$ cat config.mk
export PLATFORM = sky130hd
export DESIGN_NAME = mdu_sequencer
export DESIGN_NICKNAME = d
export VERILOG_FILES = /design/src/rtl/mdu_pkg.sv /design/src/rtl/mdu_mul_step.sv /design/src/rtl/mdu_sequencer.sv
export SDC_FILE = /design/constraint.sdc
export NUM_CORES = 1
export LEC_CHECK = 0
export ABC_AREA = 1
export BUFFER_PORTS_ARGS = -buffer_cell sky130_fd_sc_hd__buf_2
export CAP_MARGIN = 10
export CORE_MARGIN = 1.5
export CORE_UTILIZATION = 39
export DETAILED_ROUTE_END_ITERATION = 10
export GPL_ROUTABILITY_DRIVEN = 0
export SLEW_MARGIN = 20
export SYNTH_ARGS = -nofsm -noshare
export SYNTH_HDL_FRONTEND = slang
export SYNTH_SLANG_ARGS = --single-unit
$ cat constraint.sdc
create_clock -name clk -period 4.2 [get_ports clk]
set_input_delay 0.42 -clock clk [delete_from_list [all_inputs] [get_ports clk]]
set_output_delay 0.42 -clock clk [all_outputs]
set_load 0.01 [all_outputs]
$ cat src/rtl/mdu_pkg.sv
// Shared definitions for the multiply/divide unit sequencer: opcodes, FSM states, default widths.
package mdu_pkg;

  localparam int XLEN_DEFAULT  = 32;
  localparam int OPC_W_DEFAULT = 6;

  localparam logic [5:0] OPC_MULT  = 6'b011000;
  localparam logic [5:0] OPC_MULTU = 6'b011001;
  localparam logic [5:0] OPC_MADD  = 6'b011100;
  localparam logic [5:0] OPC_MADDU = 6'b011101;
  localparam logic [5:0] OPC_MFHI  = 6'b010000;
  localparam logic [5:0] OPC_MFLO  = 6'b010010;

  typedef enum logic [1:0] {
    IDLE = 2'd0,
    RUN  = 2'd1,
    FIN  = 2'd2
  } mdu_state_t;

endpackage

$ cat src/rtl/mdu_mul_step.sv
// One radix-2 shift-add iteration: add multiplicand into the upper half, then shift right by one.
module mdu_mul_step
  import mdu_pkg::*;
#(
  parameter int XLEN = XLEN_DEFAULT
) (
  input  logic [2*XLEN-1:0] acc,
  input  logic [XLEN-1:0]   mcand,
  input  logic [XLEN-1:0]   mplier,
  output logic [2*XLEN-1:0] acc_nxt,
  output logic [XLEN-1:0]   mplier_nxt
);

  logic [XLEN:0] sum;

  // The carry out of the upper half becomes the new MSB after the shift.
  assign sum        = {1'b0, acc[2*XLEN-1:XLEN]} + {1'b0, (mplier[0] ? mcand : '0)};
  assign acc_nxt    = {sum, acc[XLEN-1:1]};
  assign mplier_nxt = {1'b0, mplier[XLEN-1:1]};

endmodule

$ cat src/rtl/mdu_sequencer.sv
// HI/LO owner and multi-cycle MULT/MULTU/MADD/MADDU sequencer with MFHI/MFLO read-out.
// Optional MDU_EARLY_TERM_EN: leave RUN once the remaining multiplier bits are all zero.
module mdu_sequencer
  import mdu_pkg::*;
#(
  parameter int XLEN  = XLEN_DEFAULT,
  parameter int OPC_W = OPC_W_DEFAULT
) (
  input  logic             clk,
  input  logic             rst_n,
  input  logic             start,
  input  logic [OPC_W-1:0] opcode,
  input  logic [XLEN-1:0]  rs_val,
  input  logic [XLEN-1:0]  rt_val,
  input  logic             flush,
  output logic             ready,
  output logic             busy,
  output logic             done,
  output logic             illegal,
  output logic             stall,
  output logic [XLEN-1:0]  mf_result,
  output logic [XLEN-1:0]  hi,
  output logic [XLEN-1:0]  lo
);

  localparam int CW = $clog2(XLEN) + 1;

  mdu_state_t state_q, state_d;

  logic [2*XLEN-1:0] acc_q, step_acc, prod, wb;
  logic [XLEN-1:0]   mcand_q, mplier_q, step_mplier;
  logic [CW-1:0]     count_q;
  logic              neg_q, madd_q;
  logic              is_mul, is_signed, is_madd, is_mf, accept, last_bit, early;

  function automatic logic [XLEN-1:0] mag(input logic [XLEN-1:0] v);
    return v[XLEN-1] ? (~v + 1'b1) : v;
  endfunction

  assign is_signed = (opcode == OPC_MULT)  || (opcode == OPC_MADD);
  assign is_madd   = (opcode == OPC_MADD)  || (opcode == OPC_MADDU);
  assign is_mul    = is_signed || is_madd  || (opcode == OPC_MULTU);
  assign is_mf     = (opcode == OPC_MFHI)  || (opcode == OPC_MFLO);
  assign accept    = (state_q == IDLE) && start && !flush;
  assign last_bit  = (count_q == CW'(XLEN - 1));

`ifdef MDU_EARLY_TERM_EN
  assign early = (mplier_q == '0);
`else
  assign early = 1'b0;
`endif

  assign stall     = start && busy && is_mf;
  assign mf_result = (opcode == OPC_MFHI) ? hi : (opcode == OPC_MFLO) ? lo : '0;

  // Magnitude product is sign-corrected, then optionally accumulated onto {hi,lo}.
  assign prod = neg_q ? (~acc_q + 1'b1) : acc_q;
  assign wb   = prod + (madd_q ? {hi, lo} : '0);

  mdu_mul_step #(.XLEN(XLEN)) u_step (
    .acc        (acc_q),
    .mcand      (mcand_q),
    .mplier     (mplier_q),
    .acc_nxt    (step_acc),
    .mplier_nxt (step_mplier)
  );

  always_ff @(posedge clk or negedge rst_n) begin
    if (!rst_n) state_q <= IDLE;
    else        state_q <= state_d;
  end

  always_comb begin
    state_d = state_q;
    ready   = 1'b0;
    busy    = 1'b0;
    case (state_q)
      IDLE: begin
        ready = 1'b1;
        if (accept && is_mul) state_d = RUN;
      end
      RUN: begin
        busy = 1'b1;
        if (flush)                  state_d = IDLE;
        else if (early || last_bit) state_d = FIN;
      end
      FIN: begin
        busy    = 1'b1;
        state_d = IDLE;
      end
      default: state_d = IDLE;
    endcase
  end

  always_ff @(posedge clk or negedge rst_n) begin
    if (!rst_n) begin
      acc_q    <= '0;
      mcand_q  <= '0;
      mplier_q <= '0;
      count_q  <= '0;
      neg_q    <= 1'b0;
      madd_q   <= 1'b0;
      hi       <= '0;
      lo       <= '0;
      done     <= 1'b0;
      illegal  <= 1'b0;
    end else begin
      done    <= 1'b0;
      illegal <= 1'b0;
      case (state_q)
        IDLE: begin
          if (accept && is_mul) begin
            acc_q    <= '0;
            count_q  <= '0;
            mcand_q  <= is_signed ? mag(rs_val) : rs_val;
            mplier_q <= is_signed ? mag(rt_val) : rt_val;
            neg_q    <= is_signed && (rs_val[XLEN-1] ^ rt_val[XLEN-1]);
            madd_q   <= is_madd;
          end else if (accept && !is_mf) begin
            illegal <= 1'b1;
          end
        end
        RUN: begin
          if (!flush) begin
            // Early exit right-aligns the partial product by the steps skipped.
            if (early) acc_q <= acc_q >> (CW'(XLEN) - count_q);
            else       acc_q <= step_acc;
            mplier_q <= step_mplier;
            count_q  <= count_q + 1'b1;
          end
        end
        FIN: begin
          if (!flush) begin
            {hi, lo} <= wb;
            done     <= 1'b1;
          end
        end
        default: ;
      endcase
    end
  end

endmodule

# After elaboration in Yosys (flattened, before gate mapping)
# Index checks and enable logic that the tools add are counted.
# word_totals
ff_bits	204
in_bits	74
word_cells	84
# op_classes
n_addsub	6
eq_ne	12
mux	29
n_bitwise	5
reduce_logical	21
# ops
op	count
two-way mux 32 bit	9
two-way mux 64 bit	4
one-hot mux 64 bit (2 select lines)	1
adder 32 x 1 -> 32 bit (second input constant)	2
adder 64 x 1 -> 64 bit (second input constant)	1
adder 64 bit	1
inverter 32 bit	2
inverter 64 bit	1
one-hot mux 32 bit (2 select lines)	1
== test 6 x 5 -> 1 bit (second input constant)	7
adder 32 x 32 -> 33 bit	1
two-way mux 6 bit	2
one-hot mux 6 bit (2 select lines)	1
logical AND 1 bit	7
two-way mux 1 bit	7
adder 6 x 1 -> 6 bit (second input constant)	1
two-way mux 2 bit	3
AND reduction 2 bit	3
logical OR 1 bit	5
one-hot mux 2 bit (2 select lines)	1
inequality test 3 bit (second input constant)	1
AND reduction 3 bit	1
== test 2 x 1 -> 1 bit (second input constant)	1
== test 2 bit (second input constant)	1
other kinds (8)	9

# Logic depth before layout (Yosys ltp)
# logic_depth
word_depth	7
mapped_depth	24
depth_no_buf	24

# Modules after synthesis
# From an unflattened synthesis, not the netlist that was laid out.
# hier_totals
hier_cells	3696
hier_area_um2	21396.8
# modules_own_cells
module	n_inst	cells_each	area_each_um2	seq_area_each_um2
mdu_sequencer	1	3060	18282.5	5104.9
mdu_mul_step	1	636	3114.2	0.0

# Least setup slack after synthesis
# Ideal clock, no wire load.
# synth_timing
path_kind	register -> register
from	reg acc_q[1]
to	reg hi[31]
setup_ps	118
t_arrival_ps	2820
path_slack_ps	1262
path_stages_with_launch	23
path_cell_list	dfrtp_1 > inv_1 > ha_1 > nand3_1 > nor2_4 > nand3_2 > o21ai_4 > nand2_2 > a21oi_4 > o21ai_1 > nand2_1 > nand2_1 > ha_1 > nand2_1 > inv_1 > a21oi_1 > nand2_1 > nand2_1 > nand2_1 > a21oi_1 > nand3_1 > nand3_1 > nand2_1
# synth_between
elab_chain_len	4
# synth_lines
element	line	source
start, declared	mdu_sequencer.sv:30	logic [2*XLEN-1:0] acc_q, step_acc, prod, wb;
start signal, assigned	mdu_sequencer.sv:126	if (early) acc_q <= acc_q >> (CW'(XLEN) - count_q);
start signal, assigned	mdu_sequencer.sv:127	else acc_q <= step_acc;
inverter 64 bit	mdu_sequencer.sv:57	assign prod = neg_q ? (~acc_q + 1'b1) : acc_q;
adder 64 x 1 -> 64 bit	mdu_sequencer.sv:57	
two-way mux 64 bit (*)	mdu_sequencer.sv:57	
adder 64 bit (*)	mdu_sequencer.sv:58	assign wb = prod + (madd_q ? {hi, lo} : '0);
end signal, assigned	mdu_sequencer.sv:134	{hi, lo} <= wb;
end, declared	mdu_sequencer.sv:22	output logic [XLEN-1:0] hi,
# Mark *: on every way between the ends. The rest lies on a longest branch, timed or not.
# A chain may end at the register's enable or synchronous reset.

# Final worst setup path
# layout_timing
from	reg acc_q[1]
to	reg hi[24]
# The elaborated chain is that of the path after synthesis.

==> impl_metrics.yaml <==
outcome:
  status: "complete, no violations"
grt:
  grt_pass1_wl_um: 107000
  grt_max_degree: 113
  grt_usage_pct: 25.7
  grt_pass1_vias: 19600
  antenna_found_initial: 0
  overflow: 0
floorplan:
  initial_core_util_pct: 39.8
  fp-row-count: 82
  chipWidth_um: 230
  io_pins: 175
  design.core.area_um2: 50500
  die_height_um: 230
  design.die.area_um2: 52800
place:
  post-dp-hpwl_um: 55300
  place_inst: 4191
  port_buffers: 174
power:
  power.density_nw_per_um2: 706
  ir_drop_uv: 318
  cellLeakagePower_nw: 13.0
sta:
  tightest_slew_ns: 1.03
  slew_violations: 0
  fmax_mhz: 257
  setup_viol: 0
  finalSetupTns_ns: 0
  fin_worst_skew_ns: 0.0272
  relSlewSlack_pct: 31.2
  period_minus_slack_ns: 3.89
  rsz0062_at_grt: "no"
  post-route-period-util_pct: 92.5
  hold_viol_final: 0
final_layout:
  multiInputGateArea_um2: 12200
  stdcell_count: 4235
  syn2layout_area_growth_pct: 11.9
  num-fill-cells: 5591
  drive_above_1_share_pct: 7.75
  finalNetCount: 3725
  antenna_cells: 0
  seqCellArea_um2: 5110
hold_path:
  hold_path_class: "input pin to flop"
critical_path:
  crit_arrival_ns: 4.33
  cp_max_fo: 5
  cp-start-kind: "flop"
  crit_slowest_cell: "ha_2"
  cp_cell_sequence: "inv_1, ha_1, nand3_1, nor2_4, inv_1, nor3_1, nand2_1, xor2_1, nand2_1, o21ai_0, ha_2, nand2_1, nor3_1, nand2_1, nor2_1, nand2_1, nand3b_1, nand2_1, nand3_1, nand2_1"
  cp_num_buf_inv: 2
  critical_path_class: "flop to flop"
  worst_setup_path_end_kind: "flop"
  slowest_delay_ns: 0.47
  path_common_cell: "nand2_1"
  crit_family: "simple AND/OR/NAND/NOR gates"
  critPathRequiredTime_ns: 4.64
synthesis:
  synth_seq_area_share_pct: 25.4
  ys.warnings.count: 0
  synth_nets: 3579
  ys_types: 49
  synth_most_common_cell: "nand2_1"
  ys_ff_latch: 204
  postSynthAreaPerCell_um2: 5.90
  syn_area_um2: 20100
  synth_top_area_share_pct: 25.4
  synth_edf_count: 0
  synth_common_cells: "nand2_1 (1,196), inv_1 (653), nor2_1 (298)"
  yosys-top-cells-area: "dfrtp_1 (25%), nand2_1 (22%), inv_1 (12%)"
  yosys.area.top_type: "dfrtp_1"
  synthFlopType: "dfrtp_1"
  synthArstFlopShare_pct: 100
  syn-instance-count: 3401
detailed_routing:
  vias: 21100
  dr.pass1.iters: 6
  ant_nets: 0
  routed_via_density: 4.98
  wire_per_inst_um: 16.1
  routed_wl_um: 68200
  drtIter0Drc: 1590
  drc: 0
cts:
  cts_buffers: 25
  path_clk_slew_ns: 0.06
  numClockSinks: 204
  cts_setup_buffers: 0
  ctsHtreeMaxLevel: 1
  cts_tree: "done"
  clockRootBuffer: "clkbuf_16"
  clk_path_buf_depth: 3
  clk_latency_ns: 0.58
job:
  maxCapViolCount: 0
## sequential cells by signal (all words and copies together) (netlist names)
signal    cells
acc_q        64
madd_q        1
neg_q         1
mcand_q      32
lo           32
state_q       2
illegal       1
done          1
mplier_q     32
hi           32
count_q       6
## metrics by stage
step / total power [mW] / cell area [µm²] / hold slack, ns / setup WS, ns / utilization [%]
floorplan: 10.4 / 20100 / 0.124 / 1.26 / -
global placement: 13.5 / 21600 / 0.465 / 0.450 / 42.9
detailed placement: 13.4 / 21600 / 0.468 / 0.423 / 42.9
CTS: 15.7 / 22400 / 0.0993 / 0.393 / 44.5
global route: 17.3 / 22400 / 0.120 / 0.00763 / 44.5
finish: 15.9 / 22400 / 0.110 / 0.315 / 44.5
## cells in the final DEF, fill, tap and decap left out, types with 4 or more instances in the layout
| master | netlist | final |
|---|---|---|
| o221ai_1 | 10 | 10 |
| dfrtp_1 | 204 | 203 |
| clkbuf_16 | 0 | 25 |
| clkinv_2 | 0 | 5 |
| o211ai_1 | 11 | 11 |
| nand4_1 | 33 | 33 |
| xnor2_1 | 40 | 40 |
| a21o_1 | 7 | 7 |
| o22ai_1 | 65 | 65 |
| xor2_1 | 76 | 76 |
| nand3b_1 | 29 | 29 |
| a31oi_1 | 5 | 5 |
| o21ai_1 | 23 | 23 |
| nand2_2 | 2 | 4 |
| o21bai_1 | 7 | 7 |
| nand3_1 | 201 | 199 |
| o31ai_1 | 11 | 11 |
| nor4_1 | 6 | 6 |
| inv_2 | 9 | 9 |
| o21ai_0 | 139 | 139 |
| buf_4 | 3 | 19 |
| a21oi_1 | 113 | 113 |
| ha_1 | 102 | 100 |
| clkbuf_1 | 49 | 6 |
| nor2_2 | 6 | 5 |
| nand2_1 | 1196 | 1194 |
| buf_2 | 18 | 173 |
| nor3_1 | 43 | 43 |
| nor2_1 | 298 | 298 |
| or2_2 | 11 | 11 |
| inv_1 | 653 | 652 |
## tightest hold or removal path: stages
cell	delay, ns
buf_2	0.10
nand2_1	0.06
a31oi_1	0.06
## cell type report
class	count	area share, %
Sequential cell	204	22.7
Inverter	662	11.1
Clock inverter	10	0.557
Timing Repair Buffer	194	4.60
Clock buffer	33	3.01
Multi-Input combinational cell	2460	54.3
Tap cell	672	3.75
## per-layer routing
metal	global-route usage, %	part of all wire [%]	vias to the layer above
li1	-	-	10900
met5	0	0	-
met4	9.05	3.9	0
met1	35.5	46	9434
met3	2.73	6.3	114
met2	41.4	44	657
## path summary, 6_finish.rpt
check | startpoint | end | slack (ns) | cells after the start
min in group asynchronous | rst_n | lo[6]$_DFFE_PN0P_ | 0.41 | 2
worst max register to register | acc_q[1]$_DFFE_PN0P_ | hi[24]$_DFFE_PN0P_ | 0.31 | 20
worst min-delay path | rs_val[1] | mcand_q[1]$_DFFE_PN0P_ | 0.11 | 3
worst max-delay path | acc_q[1]$_DFFE_PN0P_ | hi[24]$_DFFE_PN0P_ | 0.31 | 20
max in group asynchronous | rst_n | mplier_q[12]$_DFFE_PN0P_ | 2.71 | 3
worst min register to register | mcand_q[30]$_DFFE_PN0P_ | mcand_q[30]$_DFFE_PN0P_ | 0.48 | 2
## logic make-up (layout without fill, tap and decap cells)
logic type | Yosys count | after routing | synth area share [%]
flip-flops | 204 | 204 | 25.4
AND/OR/NAND/NOR | 1837 | 1837 | 37.5
buffers and inverters | 737 | 899 | 14.0
XOR/XNOR | 116 | 116 | 5.06
AO/OA/AOI/OAI | 403 | 403 | 11.4
adder cells (fa/ha/maj) | 104 | 104 | 6.56
## timing repair
action | CTS | global route
endpoints found under the hold margin | 89 | 0
hold buffers | 1 | 0
resized for setup | 0 | 2
setup endpoints to repair | 0 | 1
## power by group
group | switching (mW) | internal [mW]
sequential | 0.594 | 2.52
clock | 0.921 | 1.26
combinational | 7.26 | 3.30
total | 8.78 | 7.08
(Power assumes the default switching activity.)
